<file path="src/rtl/pp_reduce_pkg.sv">
// Shared constants and row type for the Booth partial-product reduction tree.
package pp_reduce_pkg;

    localparam int unsigned NUM_PP     = 16;
    localparam int unsigned PP_W       = 64;
    localparam int unsigned PIPE_DEPTH = 3;

    // Row counts after each compression level
    localparam int unsigned L1_ROWS = 11;
    localparam int unsigned L2_ROWS = 8;
    localparam int unsigned L3_ROWS = 6;
    localparam int unsigned L4_ROWS = 4;
    localparam int unsigned L5_ROWS = 3;
    localparam int unsigned L6_ROWS = 2;

    typedef logic [PP_W-1:0] pp_row_t;

endpackage

</file>
<file path="src/rtl/booth_pp_reducer_csa_3to2.sv">
// 3:2 carry-save compressor; carry is pre-shifted and truncated to W bits.
module csa_3to2 #(
    parameter int unsigned W = 64
) (
    input  logic [W-1:0] a,
    input  logic [W-1:0] b,
    input  logic [W-1:0] c,
    output logic [W-1:0] sum,
    output logic [W-1:0] carry
);

    assign sum   = a ^ b ^ c;
    assign carry = {(a[W-2:0] & b[W-2:0]) | (a[W-2:0] & c[W-2:0]) | (b[W-2:0] & c[W-2:0]), 1'b0};

endmodule

</file>
<file path="src/rtl/booth_pp_reducer.sv">
// Three-stage carry-save reduction of 16 Booth rows to a 64-bit product with valid/ready flow.
// Optional op_count output enabled by defining PP_REDUCER_PERF_CNT_EN.
module booth_pp_reducer
    import pp_reduce_pkg::*;
#(
    parameter int unsigned TAG_W = 5
) (
    input  logic                   clk,
    input  logic                   rst_n,
    input  logic                   flush,
    input  logic                   in_valid,
    output logic                   in_ready,
    input  logic [NUM_PP*PP_W-1:0] pp_flat,
    input  logic [TAG_W-1:0]       in_tag,
    output logic                   out_valid,
    input  logic                   out_ready,
    output logic [PP_W-1:0]        product,
    output logic [TAG_W-1:0]       out_tag
`ifdef PP_REDUCER_PERF_CNT_EN
    ,
    output logic [31:0]            op_count
`endif
);

    pp_row_t l0 [NUM_PP];
    pp_row_t l1 [L1_ROWS];
    pp_row_t l2 [L2_ROWS];
    pp_row_t l3 [L3_ROWS];
    pp_row_t l4 [L4_ROWS];
    pp_row_t l5 [L5_ROWS];
    pp_row_t l6 [L6_ROWS];
    pp_row_t sum_c;

    logic                   s1_valid_q, s1_valid_d;
    pp_row_t                s1_rows_q [L2_ROWS];
    pp_row_t                s1_rows_d [L2_ROWS];
    logic [TAG_W-1:0]       s1_tag_q, s1_tag_d;
    logic                   s2_valid_q, s2_valid_d;
    pp_row_t                s2_rows_q [L4_ROWS];
    pp_row_t                s2_rows_d [L4_ROWS];
    logic [TAG_W-1:0]       s2_tag_q, s2_tag_d;
    logic                   s3_valid_q, s3_valid_d;
    pp_row_t                s3_product_q, s3_product_d;
    logic [TAG_W-1:0]       s3_tag_q, s3_tag_d;

    logic in_fire, s2_adv, s3_adv, s3_drain;

    for (genvar i = 0; i < NUM_PP; i++) begin : g_unpack
        assign l0[i] = pp_flat[PP_W*i +: PP_W];
    end

    // Level 1: 16 -> 11
    for (genvar g = 0; g < NUM_PP/3; g++) begin : g_l1_csa
        csa_3to2 #(.W(PP_W)) u_csa (.a(l0[3*g]), .b(l0[3*g+1]), .c(l0[3*g+2]),
                                    .sum(l1[2*g]), .carry(l1[2*g+1]));
    end
    for (genvar g = 0; g < NUM_PP%3; g++) begin : g_l1_pass
        assign l1[2*(NUM_PP/3)+g] = l0[3*(NUM_PP/3)+g];
    end

    // Level 2: 11 -> 8
    for (genvar g = 0; g < L1_ROWS/3; g++) begin : g_l2_csa
        csa_3to2 #(.W(PP_W)) u_csa (.a(l1[3*g]), .b(l1[3*g+1]), .c(l1[3*g+2]),
                                    .sum(l2[2*g]), .carry(l2[2*g+1]));
    end
    for (genvar g = 0; g < L1_ROWS%3; g++) begin : g_l2_pass
        assign l2[2*(L1_ROWS/3)+g] = l1[3*(L1_ROWS/3)+g];
    end

    // Level 3: 8 -> 6, fed from S1
    for (genvar g = 0; g < L2_ROWS/3; g++) begin : g_l3_csa
        csa_3to2 #(.W(PP_W)) u_csa (.a(s1_rows_q[3*g]), .b(s1_rows_q[3*g+1]), .c(s1_rows_q[3*g+2]),
                                    .sum(l3[2*g]), .carry(l3[2*g+1]));
    end
    for (genvar g = 0; g < L2_ROWS%3; g++) begin : g_l3_pass
        assign l3[2*(L2_ROWS/3)+g] = s1_rows_q[3*(L2_ROWS/3)+g];
    end

    // Level 4: 6 -> 4
    for (genvar g = 0; g < L3_ROWS/3; g++) begin : g_l4_csa
        csa_3to2 #(.W(PP_W)) u_csa (.a(l3[3*g]), .b(l3[3*g+1]), .c(l3[3*g+2]),
                                    .sum(l4[2*g]), .carry(l4[2*g+1]));
    end
    for (genvar g = 0; g < L3_ROWS%3; g++) begin : g_l4_pass
        assign l4[2*(L3_ROWS/3)+g] = l3[3*(L3_ROWS/3)+g];
    end

    // Level 5: 4 -> 3, fed from S2
    for (genvar g = 0; g < L4_ROWS/3; g++) begin : g_l5_csa
        csa_3to2 #(.W(PP_W)) u_csa (.a(s2_rows_q[3*g]), .b(s2_rows_q[3*g+1]), .c(s2_rows_q[3*g+2]),
                                    .sum(l5[2*g]), .carry(l5[2*g+1]));
    end
    for (genvar g = 0; g < L4_ROWS%3; g++) begin : g_l5_pass
        assign l5[2*(L4_ROWS/3)+g] = s2_rows_q[3*(L4_ROWS/3)+g];
    end

    // Level 6: 3 -> 2, then carry-propagate add
    for (genvar g = 0; g < L5_ROWS/3; g++) begin : g_l6_csa
        csa_3to2 #(.W(PP_W)) u_csa (.a(l5[3*g]), .b(l5[3*g+1]), .c(l5[3*g+2]),
                                    .sum(l6[2*g]), .carry(l6[2*g+1]));
    end
    for (genvar g = 0; g < L5_ROWS%3; g++) begin : g_l6_pass
        assign l6[2*(L5_ROWS/3)+g] = l5[3*(L5_ROWS/3)+g];
    end

    assign sum_c = l6[0] + l6[1];

    // Handshake chain: readiness ripples combinationally back from out_ready
    always_comb begin
        s3_drain   = s3_valid_q & out_ready;
        s3_adv     = s2_valid_q & (~s3_valid_q | s3_drain);
        s2_adv     = s1_valid_q & (~s2_valid_q | s3_adv);
        in_ready   = ~s1_valid_q | s2_adv;
        in_fire    = in_valid & in_ready;

        s1_valid_d = in_fire | (s1_valid_q & ~s2_adv);
        s2_valid_d = s2_adv  | (s2_valid_q & ~s3_adv);
        s3_valid_d = s3_adv  | (s3_valid_q & ~s3_drain);
        if (flush) begin
            s1_valid_d = 1'b0;
            s2_valid_d = 1'b0;
            s3_valid_d = 1'b0;
        end

        s1_rows_d    = in_fire ? l2      : s1_rows_q;
        s1_tag_d     = in_fire ? in_tag  : s1_tag_q;
        s2_rows_d    = s2_adv  ? l4      : s2_rows_q;
        s2_tag_d     = s2_adv  ? s1_tag_q : s2_tag_q;
        s3_product_d = s3_adv  ? sum_c   : s3_product_q;
        s3_tag_d     = s3_adv  ? s2_tag_q : s3_tag_q;
    end

    always_ff @(posedge clk or negedge rst_n) begin
        if (!rst_n) begin
            s1_valid_q   <= 1'b0;
            s2_valid_q   <= 1'b0;
            s3_valid_q   <= 1'b0;
            s1_tag_q     <= '0;
            s2_tag_q     <= '0;
            s3_tag_q     <= '0;
            s3_product_q <= '0;
            for (int i = 0; i < int'(L2_ROWS); i++) s1_rows_q[i] <= '0;
            for (int i = 0; i < int'(L4_ROWS); i++) s2_rows_q[i] <= '0;
        end else begin
            s1_valid_q   <= s1_valid_d;
            s2_valid_q   <= s2_valid_d;
            s3_valid_q   <= s3_valid_d;
            s1_tag_q     <= s1_tag_d;
            s2_tag_q     <= s2_tag_d;
            s3_tag_q     <= s3_tag_d;
            s3_product_q <= s3_product_d;
            s1_rows_q    <= s1_rows_d;
            s2_rows_q    <= s2_rows_d;
        end
    end

    assign out_valid = s3_valid_q;
    assign product   = s3_product_q;
    assign out_tag   = s3_tag_q;

`ifdef PP_REDUCER_PERF_CNT_EN
    logic [31:0] op_count_q, op_count_d;

    // Completed-operation counter; survives flush, wraps naturally
    always_comb begin
        op_count_d = op_count_q;
        if (s3_drain) op_count_d = op_count_q + 32'd1;
    end

    always_ff @(posedge clk or negedge rst_n) begin
        if (!rst_n) op_count_q <= '0;
        else        op_count_q <= op_count_d;
    end

    assign op_count = op_count_q;
`endif

endmodule

</file>
<file path="config.mk">
export PLATFORM = sky130hd
export DESIGN_NAME = booth_pp_reducer
export DESIGN_NICKNAME = d
export VERILOG_FILES = /design/src/rtl/pp_reduce_pkg.sv /design/src/rtl/booth_pp_reducer_csa_3to2.sv /design/src/rtl/booth_pp_reducer.sv
export SDC_FILE = /design/constraint.sdc
export NUM_CORES = 2
export LEC_CHECK = 0
export BUFFER_PORTS_ARGS = -buffer_cell sky130_fd_sc_hd__buf_2
export CORE_AREA = 5 5 429 431
export CTS_BUF_LIST = sky130_fd_sc_hd__clkbuf_16
export DETAILED_ROUTE_END_ITERATION = 10
export DIE_AREA = 0 0 434 436
export GPL_TIMING_DRIVEN = 1
export HOLD_SLACK_MARGIN = 0.05
export MAX_ROUTING_LAYER = met4
export SYNTH_ARGS = -nofsm -noshare
export SYNTH_HDL_FRONTEND = slang
export SYNTH_HIERARCHICAL = 1
export SYNTH_SLANG_ARGS = --single-unit
</file>
<file path="constraint.sdc">
create_clock -name clk -period 12.6 [get_ports clk]
set_input_delay 1.26 -clock clk [delete_from_list [all_inputs] [get_ports clk]]
set_output_delay 1.26 -clock clk [all_outputs]
set_load 0.05 [all_outputs]
</file>
==> impl_metrics.env <==
export IMPL_hpwl_mm=130
export IMPL_holdBufCountCts=0
export IMPL_cp_top_family="compound AO/OA/AOI/OAI gates"
export IMPL_synth_nets=5340
export IMPL_p_leak_nw=28.2
export IMPL_holdCritPathClass="register to register"
export IMPL_required_ns=13.15
export IMPL_post_cts_buffers=0
export IMPL_wire_per_inst_um=22.3
export IMPL_num_fill_cells=17200
export IMPL_start_util_pct=29.5
export IMPL_ys_types=68
export IMPL_drc=0
export IMPL_peakVddDrop_mv=0.269
export IMPL_clk_latency_ns=0.70
export IMPL_period_share_pct=37.7
export IMPL_clockRootBuffer="clkbuf_16"
export IMPL_ff2ff_setup_slack_ns=7.85
export IMPL_synth_ff_type="dfrtp_1"
export IMPL_clock_sinks=850
export IMPL_ys_ff_latch=850
export IMPL_crit_path_cell_trace="fa_1 -> fa_1 -> fa_1 -> a21o_1 -> a221oi_1 -> nor3b_2 -> o211a_1 -> o21ai_2 -> o21a_4 -> o41ai_4 -> a221oi_2 -> xor2_1 -> o21ai_0"
export IMPL_cts_buffers=100
export IMPL_crit_type="register to register"
export IMPL_postRouteWirelength_mm=154
export IMPL_synth_top_area_share_pct=40.1
export IMPL_fmax_mhz=211
export IMPL_finish_instance_area_um2=64600
export IMPL_netlist_area_um2=53100
export IMPL_skew_ns=0.0322
export IMPL_die_w_um=434
export IMPL_first_pass_iters=5
export IMPL_outcome="complete, no violations"
export IMPL_drv_slew=0
export IMPL_ys_warnings_count=6
export IMPL_yosysTopAreaCell="dfrtp_1"
export IMPL_place_port_buffers=1104
export IMPL_slew_headroom_pct=16.4
export IMPL_die_h_um=436
export IMPL_clk_path_buf_depth=3
export IMPL_gp_congestion=0.973
export IMPL_synth_edf_count=0
export IMPL_seq_area_frac_synth_pct=40.1
export IMPL_syn_to_final_growth_pct=21.8
export IMPL_netlist_top_cells_area="dfrtp_1 40%, fa_1 33%, mux2_2 17%"
export IMPL_crit_top_cell="fa_1"
export IMPL_r2r_end="product[52]"
export IMPL_arrival_ns=5.30
export IMPL_cp_start_kind="register"
export IMPL_powerDensity_nw_per_um2=334
export IMPL_rsz0062_at_grt="no"
export IMPL_cp_max_fo=5
export IMPL_crit_start="s2_rows_q[193]"
export IMPL_avgViaCountPerCell=4.44
export IMPL_hold_viol_final=0
export IMPL_drive_above_1_share_pct=45.7
export IMPL_vias=30700
export IMPL_max_stage_delay_ns=0.70
export IMPL_grt_start_max_net_pins=154
export IMPL_r2r_cells=13
export IMPL_crit_slowest_cell="a221oi_1"
export IMPL_overflow=0
export IMPL_crit_end="product[52]"
export IMPL_tns_ns=0
export IMPL_drtIter0Drc=1270
export IMPL_final_cell_mix="1,103 x buf_2, 883 x fa_1, 850 x dfrtp_1, 780 x mux2_2, 133 x nand2_1"
export IMPL_drtAntennaViolNets=0
export IMPL_avgSynthCellArea_um2=15.8
export IMPL_grt_pass1_wl_mm=230
export IMPL_synth_cells=3360
export IMPL_final_net_count=6428
export IMPL_cap_violations=0
export IMPL_utilization_pct=35.9
export IMPL_cp_end_kind="register"
export IMPL_worstMarginPinSlew_ns=1.25
export IMPL_first_global_vias=36200
export IMPL_period_minus_slack_ns=4.75
export IMPL_pin_count=1105
export IMPL_crit_cells=13
export IMPL_die_area_um2=189000
export IMPL_setup_violations=0
export IMPL_placed_cell_area_um2=61300
export IMPL_reg2reg_from="s2_rows_q[193]"
export IMPL_grt_usage_pct=16.8
export IMPL_core_region_area_um2=180000
export IMPL_post_cts_resized=0
export IMPL_cts_tree="built"
export IMPL_p_total_w=0.0216
export IMPL_htreeDepth=3
export IMPL_synthArstFlopShare_pct=100
export IMPL_rows=156
export IMPL_critPathBufInv=0
export IMPL_final_common_cell="buf_2"
export IMPL_path_clk_slew_ns=0.06
export IMPL_grt_antenna_before_repair=29
export IMPL_whs_ns=0.464
==> worst min path at each step <==
stage               cells past startpoint   startpoint  slack (ns)          end
finish                                  2  s2_tag_q[2]        0.46   out_tag[2]
global route                            2   out_tag[3]        0.49   out_tag[3]
CTS                                     2  product[29]        0.47  product[29]
detailed placement                      2  product[29]        0.45  product[29]
global placement                        2  s2_tag_q[0]        0.45   out_tag[0]
floorplan                               2  s2_tag_q[0]        0.43   out_tag[0]
==> routing by layer <==
| metal | part of all wire (%) | vias up | global-route usage [%] |
|---|---|---|---|
| li1 | - | 13700 | - |
| met1 | 37 | 16100 | 18.7 |
| met2 | 54 | 832 | 30.4 |
| met3 | 5.4 | 194 | 3.38 |
| met4 | 3.2 | 0 | 5.04 |
| met5 | 0 | - | - |
==> kinds of logic after synthesis <==
logic type / share of synthesized area, %
AO/OA/AOI/OAI: 3.50
XOR/XNOR: 1.62
adder cells (fa/ha/maj): 34.8
buffers and inverters: 1.23
flip-flops: 40.1
multiplexers: 16.6
other: 0.0990
AND/OR/NAND/NOR: 2.13
==> synth_stat cells (all sizes together) (17+ instances only) <==
library cell,count
fa,883
dfrtp,850
mux2,780
nand2,135
clkbuf,110
o21ai,87
a21oi,84
ha,63
a21o,43
nor2,39
xnor2,35
buf,28
xor2,25
inv,20
nand4,20
o21bai,17
==> worst register-to-register path, stage by stage (launching register included) <==
cell	delay, ns
dfrtp_1	0.39
fa_1	0.52
fa_1	0.54
fa_1	0.44
a21o_1	0.21
a221oi_1	0.70
nor3b_2	0.18
o211a_1	0.33
o21ai_2	0.22
o21a_4	0.23
o41ai_4	0.11
a221oi_2	0.45
xor2_1	0.19
o21ai_0	0.09
==> state kept, by name (all words and copies together) (netlist names) <==
name        flops
out_valid       1
s1_rows_q     384
l5             64
s2_rows_q     192
s1_valid_q      1
out_tag         5
s1_tag_q        5
s2_tag_q        5
l3            128
s2_valid_q      1
product        64
==> through the flow <==
step	std cells	setup WS (ns)
floorplan	3360	8.50
global placement	6716	7.85
detailed placement	6716	7.84
CTS	6902	7.82
global route	6918	7.58
finish	6921	7.85
==> area by class of cell <==
cell class	instances	area, um^2	share of cell area, %
sequential	850	21300	32.9
clock buffer	100	2500	3.87
timing repair buffer	1124	5760	8.92
multi-input combinational	2352	31200	48.3
clock inverter	86	812	1.26
antenna	19	47.5	0.0736
inverter	20	75.1	0.116
tap	2370	2970	4.59
==> power by group <==
part | switching [W] | total (W) | internal [W]
combinational | 0.00824 | 0.0142 | 0.00601
sequential | 0.000720 | 0.00442 | 0.00370
clock | 0.00121 | 0.00293 | 0.00172
Note: power is estimated with default switching activity, not from simulation.
